## src/rtl/mem_stream_loader_pkg.sv

```systemverilog
// Shared types and helpers for the weight/delay memory stream loader.
// Holds the FSM encoding, the mode constants and the wrapping address step.
package mem_stream_loader_pkg;

    typedef enum logic [1:0] {
        ST_IDLE  = 2'd0,
        ST_WRITE = 2'd1,
        ST_READ  = 2'd2,
        ST_DONE  = 2'd3
    } state_t;

    localparam logic MODE_WRITE = 1'b0;
    localparam logic MODE_READ  = 1'b1;

    // The word count need not be a power of two, so the wrap is an explicit
    // compare rather than a natural binary rollover.
    function automatic int next_addr(input int addr, input int words);
        return (addr == words - 1) ? 0 : addr + 1;
    endfunction

endpackage

```

## src/rtl/mem_stream_loader.sv

```systemverilog
// Initiator-side sequencer for the weight/delay memory: loads M words from a
// valid/ready stream, or streams them back out, keeping a running checksum.
module mem_stream_loader
    import mem_stream_loader_pkg::*;
#(
    parameter int  M      = 320,
    parameter int  N      = 8,
    localparam int ADDR_W = (M > 1) ? $clog2(M) : 1
) (
    input  logic              clk,
    input  logic              reset,
    input  logic              start,
    input  logic              mode,
    input  logic [N-1:0]      in_data,
    input  logic              in_valid,
    output logic              in_ready,
    output logic [N-1:0]      out_data,
    output logic              out_valid,
    input  logic              out_ready,
    output logic [ADDR_W-1:0] mem_addr,
    output logic [N-1:0]      mem_wdata,
    output logic              mem_we,
    input  logic [N-1:0]      mem_rdata,
    output logic              busy,
    output logic              done,
    output logic [N-1:0]      checksum
);

    state_t              r_state;
    logic [ADDR_W-1:0]   r_addr;
    logic [N-1:0]        r_sum;

    state_t              w_state_next;
    logic [ADDR_W-1:0]   w_addr_next;
    logic [N-1:0]        w_sum_next;
    logic                w_xfer;
    logic [N-1:0]        w_xfer_data;

    // NOTE: every signal gets a default before the case so no path leaves it
    // unassigned; otherwise synthesis infers a latch to hold the old value.
    always_comb begin
        w_state_next = r_state;
        w_addr_next  = r_addr;
        w_sum_next   = r_sum;
        w_xfer       = 1'b0;
        w_xfer_data  = in_data;

        case (r_state)
            ST_IDLE: begin
                if (start) begin
                    w_state_next = (mode == MODE_READ) ? ST_READ : ST_WRITE;
                    w_addr_next  = '0;
                    w_sum_next   = '0;
                end
            end
            ST_WRITE: begin
                w_xfer      = in_valid;
                w_xfer_data = in_data;
            end
            ST_READ: begin
                w_xfer      = out_ready;
                w_xfer_data = mem_rdata;
            end
            ST_DONE: begin
                w_state_next = ST_IDLE;
            end
            default: begin
                w_state_next = ST_IDLE;
            end
        endcase

        // Shared word-accept step for both directions.
        if (w_xfer) begin
            w_sum_next  = r_sum + w_xfer_data;
            w_addr_next = ADDR_W'(next_addr(int'(r_addr), M));
            if (int'(r_addr) == M - 1) begin
                w_state_next = ST_DONE;
            end
        end
    end

    // NOTE: sequential state uses non-blocking assignments so every register
    // samples pre-edge values; the reset is asynchronous and active-high.
    always_ff @(posedge clk or posedge reset) begin
        if (reset) begin
            r_state <= ST_IDLE;
            r_addr  <= '0;
            r_sum   <= '0;
        end else begin
            r_state <= w_state_next;
            r_addr  <= w_addr_next;
            r_sum   <= w_sum_next;
        end
    end

    // Write data and enable are combinational so a word lands in memory on the
    // same edge that accepts it.
    assign mem_addr  = r_addr;
    assign mem_wdata = in_data;
    assign mem_we    = (r_state == ST_WRITE) && in_valid;
    assign in_ready  = (r_state == ST_WRITE);
    assign out_valid = (r_state == ST_READ);
    assign out_data  = (r_state == ST_READ) ? mem_rdata : '0;
    assign busy      = (r_state == ST_WRITE) || (r_state == ST_READ);
    assign done      = (r_state == ST_DONE);
    assign checksum  = r_sum;

endmodule

```

## config.mk

```make
export PLATFORM = sky130hd
export DESIGN_NAME = mem_stream_loader
export DESIGN_NICKNAME = d
export VERILOG_FILES = /design/src/rtl/mem_stream_loader_pkg.sv /design/src/rtl/mem_stream_loader.sv
export SDC_FILE = /design/constraint.sdc
export NUM_CORES = 1
export LEC_CHECK = 0
export ABC_CLOCK_PERIOD_IN_PS = 4620
export CAP_MARGIN = 20
export CORE_MARGIN = 4
export CORE_UTILIZATION = 46
export DETAILED_ROUTE_END_ITERATION = 6
export PLACE_DENSITY = 0.92
export SETUP_SLACK_MARGIN = 0.1
export SLEW_MARGIN = 10
export SYNTH_ARGS = -nofsm -noshare
export SYNTH_HDL_FRONTEND = slang
export SYNTH_SLANG_ARGS = --single-unit
export TNS_END_PERCENT = 30
```

## constraint.sdc

```tcl
create_clock -name clk -period 4.62 [get_ports clk]
set_input_delay 0.462 -clock clk [delete_from_list [all_inputs] [get_ports clk]]
set_output_delay 0.462 -clock clk [all_outputs]
set_load 0.05 [all_outputs]
```

# --- Yosys cells after proc, flatten, opt, wreduce, memory -nomap -nowiden ---
# Cells that the tools add are included.
op_classes:
  reduce_logical: 6
  addsub: 2
  n_mul: 0
  n_div: 0
  magnitude_cmp: 0
  n_eq_ne: 4
  bitwise_logic: 0
  mux: 15
  shift: 0
op_table:
  columns: ["op", "n"]
  rows:
  - ["$mux W8", 5]
  - ["$mux W9", 4]
  - ["$add A9 B1 Y9 const B", 1]
  - ["$eq A9 B9 Y1 const B", 1]
  - ["$add A8 B8 Y8", 1]
  - ["$mux W2", 4]
  - ["$eq A2 B2 Y1 const B", 2]
  - ["$pmux W2 S2", 1]
  - ["$reduce_bool A2 Y1", 2]
  - ["$eq A2 B1 Y1 const B", 1]
  - ["$logic_not A2 Y1", 1]
  - ["$pmux W1 S2", 1]
  - ["$reduce_and A2 Y1", 1]
  - ["$logic_and A1 B1 Y1", 1]
  - ["$logic_or A1 B1 Y1", 1]
totals:
  out_inout_bits: 38
  rom_bits: 0
  n_memories: 0
  register_bits: 19
  ramBits: 0
  in_bits: 22
  latchBits: 0

# --- Longest topological paths before layout ---
# Gate-level depths: netlist of the first run.
depth:
  depth_word: 5
  mapped_depth: 12
  depth_no_buf: 12

# --- Least setup slack after synthesis of the first run ---
# OpenSTA, ideal clock, no wires.
synth_timing:
  path_type: "register -> register"
  start: "register r_state[0]"
  end: "register r_sum[7] (netlist: checksum[7])"
  period_less_slack_ps: 3201
  path_buffers: 0
  path_slack_ps: 1419
  stages_incl_launch_ff: 11
  arrival_time_ps: 3124
  path_cell_list: "dfrtp_1 > inv_1 > ha_1 > and2_1 > a21o_1 > ha_1 > a211oi_2 > nor3_1 > or4_4 > a211o_1 > o21ai_1"
synth_via:
  elab_chain_len: 4
  word_cells_on_any_way: 10
  classes_between: "add/sub: 1; eq/ne: 2; mux: 3; reduce/logical: 4"
synth_rtl:
  columns: ["element", "line", "text"]
  rows:
  - ["start: declaration", "mem_stream_loader.sv:29", "state_t r_state;"]
  - ["start signal: assignment", "mem_stream_loader.sv:90", "r_state <= w_state_next;"]
  - ["$eq A2 B2 Y1 (*)", null, null]
  - ["named net out_valid", "mem_stream_loader.sv:18", "output logic out_valid,"]
  - ["$mux W8 or $pmux W1 S2 (tied branches)", "mem_stream_loader.sv:48", "case (r_state)"]
  - ["$add A8 B8 Y8 or $reduce_bool A2 Y1 (tied branches)", null, null]
  - ["$mux W8 or $reduce_and A2 Y1 (tied branches)", null, null]
  - ["end signal: assignment", "mem_stream_loader.sv:92", "r_sum <= w_sum_next;"]
  - ["end: declaration", "mem_stream_loader.sv:31", "logic [N-1:0] r_sum;"]
# Mark *: on every way through the listed nets, which the timed path passes. The rest lies on a longest branch.
# A chain may end at the register's enable or synchronous reset.

# --- Worst setup path after layout of the first run ---
layout_timing:
  start: "register r_state[0]"
  end: "register r_sum[6] (netlist: checksum[6])"
layout_via:
  elab_chain_len: 4
  word_cells_on_any_way: 10
  classes_between: "add/sub: 1; eq/ne: 2; mux: 3; reduce/logical: 4"
layout_rtl:
  columns: ["element", "line"]
  rows:
  - ["$eq A2 B2 Y1 or $eq A2 B1 Y1 (tied branches)", "mem_stream_loader.sv:48"]
  - ["$mux W8 or $pmux W1 S2 (tied branches)", "mem_stream_loader.sv:48"]
  - ["$add A8 B8 Y8 or $reduce_bool A2 Y1 (tied branches)", null]
  - ["$mux W8 or $reduce_and A2 Y1 (tied branches)", null]
# Parallel ways exist; a longest one is shown, timed or not.

==> impl_metrics.toml, run 1 <==
[run_status]
outcome = "complete, no violations"

[layout]
fin_nets = 251
fin_util_pct = 70.3
diodes = 0
area_delta_synth_final_pct = 41.4
drive_gt1_share_pct = 3.72

[yosys]
synth_fa_ha_area_share_pct = 12.1
ys_seq_elements = 19
synth_top_family_by_area = "compound AO/OA/AOI/OAI gates"
ys_seq_area_share_pct = 33.8
netlist_area_sq_um = 1410
synth.mux.area_fraction_pct = 0
synth.avg_cell_area_sq_um = 8.58
yosys.area_share.simple_pct = 18.6
synth_compound_area_share_pct = 22.3
synth.distinct_cells = 35
syn_inst = 164
synth_xor_xnor_area_share_pct = 4.98
synth_warnings = 0
synth_nets = 199

[timing]
clock.fmax_ghz = 0.340
rsz0062_at_grt = "false"
finalHoldViolations = 0
worstMarginPinSlew_ns = 0.774
skew_ns = 0.00293
finalSetupViolCount = 0
drv_slew = 0
setup-tns-final_ns = 0
finalCritPeriodShare_pct = 63.8
relSlewSlack_pct = 48.4
min_period_ns = 2.95

[clock_tree]
cts_buffer_depth = 2
cts_tree = "built"
cts_buffers = 3
worstSkewPairLatency_ns = 0.30
holdBufCountCts = 0
clock-root-buffer = "clkbuf_4"
post_cts_resized = 0
htreeDepth = 1
cts.clk_slew.worst_paths_ns = 0.12
postCtsSetupBuffers = 0
cts_sinks = 19

[placed_design]
dp.final_hpwl_um = 2860
port_buffers = 59
routabilityCongestion = 0.774

[setup_path]
cp-end-kind = "flip-flop"
crit_type = "reg -> reg"
crit_path_max_fanout = 11
startpoint_type = "flip-flop"
required_ns = 4.82
arrival_ns = 3.15

[floorplanning]
row_count = 19
die_width_um = 63.3
dieArea_sq_um = 4010
core_sq_um = 2830
initial_core_util_pct = 49.7
die-height_um = 63.3
io_pins = 60

[flow_run]
cap_viol_max_count = 0

[global_route]
grt_pass1_vias = 1332
gr-total-overflow = 0
grt_usage_pct = 18.3
antenna_found_initial = 0
grt_max_degree = 20
grt_pass1_wl_um = 6020

[detailed_routing]
drcViolationCount = 0
ant_nets = 0
drt_iter0_markers = 43
drt-total-wl_um = 3580
vias = 1376
wl_per_cell_um = 14.5
avgViaCountPerCell = 5.59
first_pass_iters = 4

[pwr]
p_leak_uw = 0.000879
powerDensity_nw_per_um2 = 582
peakVddDrop_v = 0.000335

[worst_hold_path]
hp-class = "reg -> reg"
[placed cells by master, fill, tap and decap left out, types with 2 or more instances in the layout]
cell	netlist	routed
o21ai_0	4	4
nand2_1	22	22
clkbuf_4	0	3
a21o_1	7	7
a31oi_1	2	2
o31ai_1	2	2
and3_1	2	2
inv_1	10	10
a22o_1	3	3
a21oi_1	6	6
clkdlybuf4s50_1	0	59
nand3_1	6	6
xnor2_1	2	2
and2_1	12	12
a22oi_1	2	2
dfrtp_1	19	19
nor2_1	5	5
ha_1	12	12
o21ai_1	16	16
xor2_1	6	6
[flip-flops by register name, indices dropped and copies added, names as in the netlist]
register  cells
checksum      8
mem_addr      9
r_state       2
[critical path, cell delays in order (launching register included)]
cell     delay (ns)
dfrtp_1        0.43
inv_1          0.11
ha_1           0.32
inv_1          0.20
a21o_1         0.21
ha_1           0.22
inv_1          0.09
fa_1           0.21
nor2b_1        0.06
o21ai_1        0.17
a21oi_1        0.11
or4_1          0.47
a32o_1         0.26
[synth_stat cells (all sizes together)]
| master | count | area share, % |
|---|---|---|
| a211o | 1 | 0.62 |
| a211oi | 1 | 0.89 |
| a21o | 8 | 4.4 |
| a21oi | 7 | 2.8 |
| a22o | 3 | 1.9 |
| a22oi | 2 | 1.1 |
| a31oi | 2 | 0.89 |
| a32o | 1 | 0.71 |
| and2 | 12 | 5.3 |
| and3 | 2 | 0.89 |
| buf | 10 | 5.0 |
| clkbuf | 2 | 0.53 |
| dfrtp | 19 | 34 |
| fa | 1 | 1.4 |
| ha | 12 | 11 |
| inv | 10 | 2.7 |
| nand2 | 22 | 5.9 |
| nand3 | 6 | 2.1 |
| nand4 | 1 | 0.45 |
| nor2 | 5 | 1.3 |
| nor2b | 1 | 0.45 |
| nor3 | 1 | 0.36 |
| o21ai | 20 | 7.1 |
| o21bai | 1 | 0.53 |
| o22ai | 1 | 0.45 |
| o31ai | 2 | 1.1 |
| or3 | 1 | 0.45 |
| or4 | 2 | 1.3 |
| xnor2 | 2 | 1.2 |
| xor2 | 6 | 3.7 |
[metal layers]
metal	GRT usage (%)	up-vias	part of all wire, %
li1	-	671	-
met1	21.5	645	42
met2	33.1	58	49
met3	4.26	2	8.0
met4	5.12	0	0.56
met5	0	-	0
[power breakdown]
part	leakage, uW	switching, uW	total (uW)	internal, uW
clock	0.0000139	57.5	90.4	32.9
combinational	0.000605	516	810	294
sequential	0.000261	46.8	257	210
[kinds of logic after synthesis]
logic type	after synthesis
adder cells (fa/ha/maj)	13
buffers and inverters	22
AO/OA/AOI/OAI	49
flip-flops	19
XOR/XNOR	8
AND/OR/NAND/NOR	53
[worst paths after layout]
path                                  start          end  slack, ns  depth (start not counted)
min in group asynchronous             reset  checksum[0]       0.57                          2
max in group asynchronous             reset   r_state[0]       3.58                          2
worst min register to register  checksum[2]  checksum[2]       0.55                          2
worst min-delay path            checksum[2]  checksum[2]       0.55                          2
worst max register to register   r_state[0]  checksum[6]       1.67                         12
worst max-delay path             r_state[0]  checksum[6]       1.67                         12
[final cells by class]
class / instances / area (sq um)
fillers: 241 / 841
multi-input cells: 123 / 816
repair buffers: 59 / 591
flip-flops and latches: 19 / 475
well taps: 31 / 38.8
inverters: 10 / 37.5
clock buffers: 3 / 22.5
clock inverters: 1 / 7.51
[metrics by stage]
stage | instance area, sq um | power, uW | std cells | hold WS, ns | setup WS, ns
after CTS | 1990 | 1160 | 246 | 0.547 | 1.68
final | 1990 | 1160 | 246 | 0.550 | 1.67
after floorplan | 1410 | 837 | 164 | 0.413 | 1.42
after global routing | 1990 | 1240 | 246 | 0.578 | 1.49
after detailed placement | 1960 | 1070 | 242 | 0.521 | 1.70
after global placement | 1960 | 1050 | 242 | 0.511 | 1.84
Power figures use the tool's default switching activity.
==> run 2, diff against run 1 <==
--- a/config.mk
+++ b/config.mk
@@ -5,12 +5,12 @@
 export SDC_FILE = /design/constraint.sdc
 export NUM_CORES = 1
 export LEC_CHECK = 0
-export ABC_CLOCK_PERIOD_IN_PS = 4620
+export ABC_CLOCK_PERIOD_IN_PS = 2400
 export CAP_MARGIN = 20
 export CORE_MARGIN = 4
-export CORE_UTILIZATION = 46
+export CORE_UTILIZATION = 38
 export DETAILED_ROUTE_END_ITERATION = 6
-export PLACE_DENSITY = 0.92
+export PLACE_DENSITY = 0.82
 export SETUP_SLACK_MARGIN = 0.1
 export SLEW_MARGIN = 10
 export SYNTH_ARGS = -nofsm -noshare
==> constraint.sdc (replaced) <==
create_clock -name clk -period 2.4 [get_ports clk]
set_input_delay 0.24 -clock clk [delete_from_list [all_inputs] [get_ports clk]]
set_output_delay 0.24 -clock clk [all_outputs]
set_load 0.05 [all_outputs]
==> impl_metrics.toml, run 2 (same netlist as run 1, synthesis figures left out) <==
[timing]
rsz0062_at_grt = "true"
setup-tns-final_ns = -0.0538
skew_ns = 0.00170
drv_slew = 0
finalHoldViolations = 0
finalCritPeriodShare_pct = 102
postLayoutSetupSlackWorst_ns = -0.0476
min_period_ns = 2.45
finalSetupViolCount = 2
clock.fmax_ghz = 0.409
worstMarginPinSlew_ns = 0.724
relSlewSlack_pct = 51.7

[layout]
fin_nets = 267
seqCellArea_sq_um = 475
largest_reg_flops = 9
diodes = 0
final_cells = 277
fin_util_pct = 65.8
multi_input_area_sq_um = 935
final_cell_mix = "clkdlybuf4s50_1 (56), nand2_1 (22), dfrtp_1 (19)"
drive_gt1_share_pct = 19.5
area_delta_synth_final_pct = 61.0
final_common_cell = "clkdlybuf4s50_1"
n_fill_cell = 295

[setup_path]
cp_common_cell = "ha_4"
arrival_ns = 2.63
startpoint_type = "flip-flop"
path_cells = "ha_4, and2_4, a21o_1, ha_4, a211oi_4, nor3_2, or4_4, a211o_1, o21ai_1"
required_ns = 2.58
cp_slowest_cell = "or4_4"
crit_path_max_fanout = 6
ff2ff_setup_slack_ns = -0.05
crit_type = "reg -> reg"
cpPeakStageDelay_ns = 0.49
cp-end-kind = "flip-flop"

[detailed_routing]
first_pass_iters = 4
drt_iter0_markers = 57
drt-total-wl_um = 3810
ant_nets = 0
vias = 1422
avgViaCountPerCell = 5.13
wl_per_cell_um = 13.7
drcViolationCount = 0

[floorplanning]
row_count = 21
dieArea_sq_um = 4740
die-height_um = 68.8
initial_core_util_pct = 40.9
die_width_um = 68.8
io_pins = 60
core_sq_um = 3440

[clock_tree]
cts.clk_slew.worst_paths_ns = 0.07
htreeDepth = 1
holdBufCountCts = 0
clock-root-buffer = "clkbuf_8"
worstSkewPairLatency_ns = 0.25
cts_buffers = 3
cts_tree = "built"
cts_buffer_depth = 2
cts_sinks = 19

[global_route]
grt_max_degree = 20
antenna_found_initial = 0
grt_usage_pct = 16.4
grt_pass1_wl_um = 5870
grt_pass1_vias = 1334
gr-total-overflow = 0

[placed_design]
routabilityCongestion = 0.877
port_buffers = 59
dp.cells = 271
dp.final_hpwl_um = 2870

[worst_hold_path]
hp-class = "in -> async"

[pwr]
powerDensity_nw_per_um2 = 1160
p_total_uw = 2630
peakVddDrop_v = 0.000617
p_leak_uw = 0.000999

[flow_run]
cap_viol_max_count = 0

[run_status]
violations = "setup timing"
outcome = "finished with violations"
-- run 2: changes by cell type in the layout (fill, tap and decap cells not counted), moves of 4 or more --
| cell | change |
|---|---|
| buf_4 | +15 |
| and2_4 | +4 |
| ha_1 | -7 |
| ha_4 | +6 |
| and2_1 | -7 |
-- run 2: area by class of cell --
class	count	area share, %
multi-input combinational	123	41.3
tap	46	2.54
timing repair buffer	75	31.5
clock buffer	4	1.99
sequential	19	21.0
inverter	10	1.66
-- run 2: power by group --
part / leakage (uW) / total, uW / internal (uW) / switching [uW]
Combinational: 0.000716 / 1900 / 811 / 1090
Clock: 0.0000228 / 219 / 118 / 101
Sequential: 0.000261 / 509 / 405 / 104
-- run 2: path summary, 6_finish.rpt --
path | startpoint | to | cells past startpoint
setup / recovery | r_state[1] | checksum[7] | 9
hold / removal | reset | checksum[1] | 2
setup reg to reg | r_state[1] | checksum[7] | 9
hold reg to reg | checksum[5] | checksum[5] | 2
max in group asynchronous | reset | checksum[4] | 2
min in group clk | checksum[5] | checksum[5] | 2
-- run 2: layer usage --
metal / global-route usage (%) / part of all wire, % / up-vias
li1: - / - / 705
met1: 20.6 / 42 / 655
met2: 28.6 / 46 / 60
met3: 2.76 / 10 / 2
met4: 5.11 / 0.66 / 0
met5: 0 / 0 / -
-- run 2: critical path, delay by kind of cell, from the launching register on --
family	cells	cell delay (ns)
AOI/OAI and AO/OA	4	0.80
DFF	1	0.41
adders and majority gates	2	0.44
and+or+nand+nor	3	0.73
-- run 2: per-stage QoR --
step / hold WS (ns) / setup slack, ns / area (sq um)
final: 0.405 / -0.0476 / 2260
after global routing: 0.489 / -0.124 / 2260
after CTS: 0.428 / -0.0196 / 2260
after detailed placement: 0.527 / -0.0846 / 2130
after global placement: 0.519 / -0.0122 / 2130
after floorplan: 0.191 / -0.183 / 1460
-- run 2: repair_timing --
item | 4_1_cts | 5_1_grt
cloned | 0 | 0
resized for setup | 14 | 1
buffers inserted | 2 | 0
pin swaps | 5 | 0
setup endpoints to repair | 3 | 3
hold endpoints to repair | 0 | 0
==> run 3, diff against run 2 <==
--- a/config.mk
+++ b/config.mk
@@ -10,6 +10,7 @@
 export CORE_MARGIN = 4
 export CORE_UTILIZATION = 38
 export DETAILED_ROUTE_END_ITERATION = 6
+export HOLD_SLACK_MARGIN = 0.15
 export PLACE_DENSITY = 0.82
 export SETUP_SLACK_MARGIN = 0.1
 export SLEW_MARGIN = 10
==> results of run 3 <==
Same layout as run 2: the final DEF is identical, and so are final timing and power.
